==> config.mk <==
export PLATFORM = sky130hd
export DESIGN_NAME = mips_multicycle_ctrl
export DESIGN_NICKNAME = d
export VERILOG_FILES = /design/src/rtl/mips_multicycle_ctrl.sv
export SDC_FILE = /design/constraint.sdc
export NUM_CORES = 1
export LEC_CHECK = 0
export CAP_MARGIN = 10
export CORE_ASPECT_RATIO = 0.8
export CORE_MARGIN = 1.5
export CORE_UTILIZATION = 52
export CTS_CLUSTER_SIZE = 20
export DETAILED_ROUTE_END_ITERATION = 16
export GPL_TIMING_DRIVEN = 1
export HOLD_SLACK_MARGIN = 0.06
export PLACE_DENSITY = 0.88
export SLEW_MARGIN = 25
export SYNTH_ARGS = -nofsm -noshare
export SYNTH_HDL_FRONTEND = slang
export SYNTH_SLANG_ARGS = --single-unit
==> constraint.sdc <==
create_clock -name clk -period 3.43 [get_ports clk]
set_input_delay 0.8575 -clock clk [delete_from_list [all_inputs] [get_ports clk]]
set_output_delay 0.8575 -clock clk [all_outputs]
set_load 0.005 [all_outputs]
==> src/rtl/mips_multicycle_ctrl.sv <==
// Main control FSM for the multi-cycle MIPS datapath: sequences one instruction
// over 3-5 states on a shared memory port and keeps cycle/retire counters.
module mips_multicycle_ctrl #(
  parameter int CNT_W = 32
) (
  input  logic             clk,
  input  logic             rst,
  input  logic [5:0]       op,
  input  logic [5:0]       funct,
  input  logic             zero,
  input  logic             mem_ready,
  output logic             mem_req,
  output logic             mem_we,
  output logic             iord,
  output logic             ir_write,
  output logic             pc_en,
  output logic [1:0]       pc_src,
  output logic             alu_src_a,
  output logic [1:0]       alu_src_b,
  output logic [2:0]       alu_control,
  output logic             reg_dst,
  output logic             mem_to_reg,
  output logic             reg_write,
  output logic [3:0]       state,
  output logic             illegal,
  output logic [CNT_W-1:0] cycle_count,
  output logic [CNT_W-1:0] instr_count
);

  typedef enum logic [3:0] {
    S_FETCH  = 4'd0,
    S_DECODE = 4'd1,
    S_MEMADR = 4'd2,
    S_MEMRD  = 4'd3,
    S_MEMWB  = 4'd4,
    S_MEMWR  = 4'd5,
    S_EXEC   = 4'd6,
    S_ALUWB  = 4'd7,
    S_BEQ    = 4'd8,
    S_ADDIEX = 4'd9,
    S_ADDIWB = 4'd10,
    S_JUMP   = 4'd11
  } state_e;

  localparam logic [5:0] OP_RTYPE = 6'b000000;
  localparam logic [5:0] OP_LW    = 6'b100011;
  localparam logic [5:0] OP_SW    = 6'b101011;
  localparam logic [5:0] OP_BEQ   = 6'b000100;
  localparam logic [5:0] OP_ADDI  = 6'b001000;
  localparam logic [5:0] OP_J     = 6'b000010;

  state_e           state_q, state_d;
  logic [CNT_W-1:0] cycle_q, cycle_d;
  logic [CNT_W-1:0] instr_q, instr_d;
  logic             retire;
  logic [2:0]       funct_alu;
  logic             funct_ok;

  // R-type funct decode, shared by next-state and output logic
  always_comb begin
    funct_alu = 3'b000;
    funct_ok  = 1'b1;
    case (funct)
      6'b100000: funct_alu = 3'b010;
      6'b100010: funct_alu = 3'b110;
      6'b100100: funct_alu = 3'b000;
      6'b100101: funct_alu = 3'b001;
      6'b101010: funct_alu = 3'b111;
      default:   funct_ok  = 1'b0;
    endcase
  end

  always_ff @(posedge clk) begin
    if (rst) begin
      state_q <= S_FETCH;
      cycle_q <= '0;
      instr_q <= '0;
    end else begin
      state_q <= state_d;
      cycle_q <= cycle_d;
      instr_q <= instr_d;
    end
  end

  always_comb begin
    state_d = S_FETCH;
    retire  = 1'b0;
    case (state_q)
      S_FETCH:  state_d = mem_ready ? S_DECODE : S_FETCH;
      S_DECODE: begin
        case (op)
          OP_LW, OP_SW: state_d = S_MEMADR;
          OP_RTYPE:     state_d = S_EXEC;
          OP_BEQ:       state_d = S_BEQ;
          OP_ADDI:      state_d = S_ADDIEX;
          OP_J:         state_d = S_JUMP;
          default:      state_d = S_FETCH;
        endcase
      end
      S_MEMADR: state_d = (op == OP_SW) ? S_MEMWR : S_MEMRD;
      S_MEMRD:  state_d = mem_ready ? S_MEMWB : S_MEMRD;
      S_MEMWB:  begin state_d = S_FETCH; retire = 1'b1; end
      S_MEMWR:  begin
        state_d = mem_ready ? S_FETCH : S_MEMWR;
        retire  = mem_ready;
      end
      S_EXEC:   state_d = funct_ok ? S_ALUWB : S_FETCH;
      S_ALUWB:  begin state_d = S_FETCH; retire = 1'b1; end
      S_BEQ:    begin state_d = S_FETCH; retire = 1'b1; end
      S_ADDIEX: state_d = S_ADDIWB;
      S_ADDIWB: begin state_d = S_FETCH; retire = 1'b1; end
      S_JUMP:   begin state_d = S_FETCH; retire = 1'b1; end
      default:  state_d = S_FETCH;
    endcase
    cycle_d = cycle_q + CNT_W'(1);
    instr_d = retire ? instr_q + CNT_W'(1) : instr_q;
  end

  // Outputs are held quiet while reset is asserted so no access leaks out.
  always_comb begin
    mem_req     = 1'b0;
    mem_we      = 1'b0;
    iord        = 1'b0;
    ir_write    = 1'b0;
    pc_en       = 1'b0;
    pc_src      = 2'b00;
    alu_src_a   = 1'b0;
    alu_src_b   = 2'b00;
    alu_control = 3'b000;
    reg_dst     = 1'b0;
    mem_to_reg  = 1'b0;
    reg_write   = 1'b0;
    illegal     = 1'b0;
    if (!rst) begin
      case (state_q)
        S_FETCH: begin
          mem_req     = 1'b1;
          alu_src_b   = 2'b01;
          alu_control = 3'b010;
          ir_write    = mem_ready;
          pc_en       = mem_ready;
        end
        S_DECODE: begin
          alu_src_b   = 2'b11;
          alu_control = 3'b010;
          illegal     = !(op inside {OP_LW, OP_SW, OP_RTYPE, OP_BEQ, OP_ADDI, OP_J});
        end
        S_MEMADR, S_ADDIEX: begin
          alu_src_a   = 1'b1;
          alu_src_b   = 2'b10;
          alu_control = 3'b010;
        end
        S_MEMRD: begin
          mem_req = 1'b1;
          iord    = 1'b1;
        end
        S_MEMWB: begin
          reg_write  = 1'b1;
          mem_to_reg = 1'b1;
        end
        S_MEMWR: begin
          mem_req = 1'b1;
          mem_we  = 1'b1;
          iord    = 1'b1;
        end
        S_EXEC: begin
          alu_src_a   = 1'b1;
          alu_control = funct_alu;
          illegal     = !funct_ok;
        end
        S_ALUWB: begin
          reg_write = 1'b1;
          reg_dst   = 1'b1;
        end
        S_BEQ: begin
          alu_src_a   = 1'b1;
          alu_control = 3'b110;
          pc_src      = 2'b01;
          pc_en       = zero;
        end
        S_ADDIWB: reg_write = 1'b1;
        S_JUMP: begin
          pc_src = 2'b10;
          pc_en  = 1'b1;
        end
        default: ;
      endcase
    end
  end

  assign state       = state_q;
  assign cycle_count = cycle_q;
  assign instr_count = instr_q;

endmodule

==> impl_metrics.yaml <==
critical_path:
  required_ns: 2.57
  cp-end-kind: "primary output"
  crit_start: "op[0]"
  worst_r2r_startpoint: "state[0]"
  critPathLaunchType: "input pin"
  path_max_fanout: 5
  worstSetupPathType: "input pin to primary output"
  cp.arrival_ns: 2.52
timing:
  fmax_mhz: 296
  finalHoldViolations: 0
  tightest_slew_ns: 0.787
  skew_ns: 0.0116
  post-route-min-period_ns: 3.38
  hold_ws_ns: 0.490
  rsz0062_at_grt: "true"
  slew_headroom_pct: 47.5
  finalSetupViolations: 0
  finalMaxSlewViolations: 0
  finalCritPeriodShare_pct: 98.6
routing:
  detail_route.wirelength_mm: 9.77
  vias_per_cell: 5.93
  vias: 3777
  drt-initial-drc-count: 226
  ant_nets: 0
  drc_errors: 0
  first_pass_iters: 4
  wl_per_cell_um: 15.3
placement:
  port_buffers: 100
  place.gp.congestion: 0.887
  hpwl_mm: 7.19
synth:
  syn_inst: 444
  synth.distinct_cells: 53
  ys_ff_latch: 68
  postSynthAreaPerCell_um2: 8.19
  syn-num-nets: 462
  async_flop_share_pct: 0
  yosys_warnings: 0
  ys_seq_area_share_pct: 37.4
  synth.cell_area_um2: 3640
  synth_edf_count: 0
  ys.flop_type: "dfxtp_1"
grt:
  gr-total-overflow: 0
  grt_usage_pct: 26.9
  grt_max_degree: 29
  antenna_found_initial: 0
  first_global_vias: 3401
  grt_pass1_wl_mm: 15.9
clocking:
  path_clk_slew_ns: 0.07
  post_cts_buffers: 0
  cts_buffer_depth: 2
  clock_sink_count: 68
  clock_latency_ns: 0.34
  htreeDepth: 3
  cts_tree: "done"
  cts_made_buffers: 9
  cts_hold_buffers: 0
  cts-root-buf: "clkbuf_8"
power:
  max-vdd-ir-drop_uv: 296
  p_per_area_nw_per_um2: 317
  leakagePower_nw: 1.64
  total_power_mw: 1.57
final_layout:
  multi_input_area_um2: 2170
  nets: 563
  diodes: 0
  final-seq-area_um2: 1360
  mostFrequentLayoutCells: "clkdlybuf4s50_1, nor2_1, dfxtp_1"
  area_growth_pct: 36.1
  layout_commonest_cell: "clkdlybuf4s50_1"
  drive_gt1_share_pct: 7.45
  fill_cells: 505
flow_run:
  cap_violations: 0
die:
  die_area_um2: 7510
  start_util_pct: 53.3
  fp.dieW_um: 96.5
  die_h_um: 77.8
  fp-row-count: 27
  core_region_area_um2: 6820
  ioPinCount: 101
worst_hold_path:
  worstHoldStart: "cycle_count[0]"
  min_path_type: "register to register"
status:
  status: "completed"
[kinds of logic (layout without fill, tap and decap cells)]
group                    Yosys count  count (layout)  synth area share (%)
AO/OA/AOI/OAI                     62              62                  10.5
XOR/XNOR                          53              53                  12.8
adder cells (fa/ha/maj)            2               2                 0.688
buffers and inverters             26             132                  2.99
flip-flops                        68              68                  37.4
AND/OR/NAND/NOR                  233             233                  35.6
[worst paths after layout]
check | end | slack, ns | depth (start not counted)
setup / recovery | illegal | 0.05 | 6
hold / removal | cycle_count[0] | 0.49 | 1
setup reg to reg | instr_count[29] | 1.00 | 5
hold reg to reg | cycle_count[0] | 0.49 | 1
[worst max-delay path, stage by stage]
cell	delay (ns)
clkdlybuf4s50_1	0.48
and3_4	0.22
o21ai_0	0.17
nand3_1	0.09
o21ai_0	0.19
clkdlybuf4s50_1	0.52
[power by group]
group,switching [mW],total [mW],internal [mW]
Clock,0.310,0.664,0.354
Combinational,0.0496,0.101,0.0518
Sequential,0.00972,0.803,0.793
Total,0.370,1.57,1.20
[layer usage]
layer | wire [um] | track usage, %
met4 | 215 | 8.99
met2 | 4700 | 42.6
met1 | 4370 | 35.6
met5 | 0 | 0
met3 | 487 | 6.37
[stage by stage]
| stage | std cells | area (um^2) | TNS [ns] | setup slack, ns | util [%] |
|---|---|---|---|---|---|
| 3_5_place_dp | 621 | 4730 | 0 | 0.00539 | 69.4 |
| 3_3_place_gp | 621 | 4730 | 0 | 0.102 | 69.4 |
| 4_1_cts | 637 | 4930 | 0 | 0.00484 | 72.3 |
| 6_report | 637 | 4950 | 0 | 0.0484 | 72.5 |
| 5_1_grt | 637 | 4950 | -0.0472 | -0.0472 | 72.5 |
| 2_1_floorplan | 444 | 3640 | 0 | 1.08 | - |
[layout make-up]
class | instances | share of cell area, %
multi-input combinational | 350 | 43.9
sequential | 68 | 27.5
timing repair buffer | 111 | 21.9
clock buffer | 10 | 2.78
tap | 87 | 2.20
clock inverter | 6 | 1.29
inverter | 5 | 0.379
[state kept, by name, summed over array words and instances (netlist names)]
register and cells:
state 4, instr_count 32, cycle_count 32
[synth_stat cells (3+ instances only)]
| cell | number | area [um^2] |
|---|---|---|
| or3_1 | 7 | 43.8 |
| and3_1 | 8 | 50.1 |
| nor3_1 | 15 | 75.1 |
| and4_1 | 7 | 61.3 |
| inv_1 | 5 | 18.8 |
| nor4b_1 | 4 | 35.0 |
| nor2b_1 | 10 | 62.6 |
| xnor2_1 | 28 | 245 |
| a21oi_1 | 21 | 105 |
| nand4_1 | 20 | 125 |
| o31ai_1 | 4 | 30.0 |
| dfxtp_1 | 68 | 1360 |
| nand3_1 | 22 | 110 |
| nand4b_1 | 3 | 26.3 |
| o21ai_0 | 16 | 80.1 |
| clkbuf_1 | 14 | 52.6 |
| nand2b_1 | 4 | 25.0 |
| xor2_1 | 25 | 219 |
| buf_1 | 3 | 11.3 |
| nand3b_1 | 3 | 22.5 |
| buf_2 | 3 | 15.0 |
| nor4_1 | 16 | 100 |
| nand2_1 | 28 | 105 |
| a31oi_1 | 3 | 18.8 |
| nor2_1 | 69 | 259 |
[timing repair]
item | 4_1_cts | 5_1_grt
endpoints found under the setup margin | 0 | 3
hold endpoints to repair | 0 | 0
resized for setup | 0 | 4
Power figures use the tool's default switching activity.
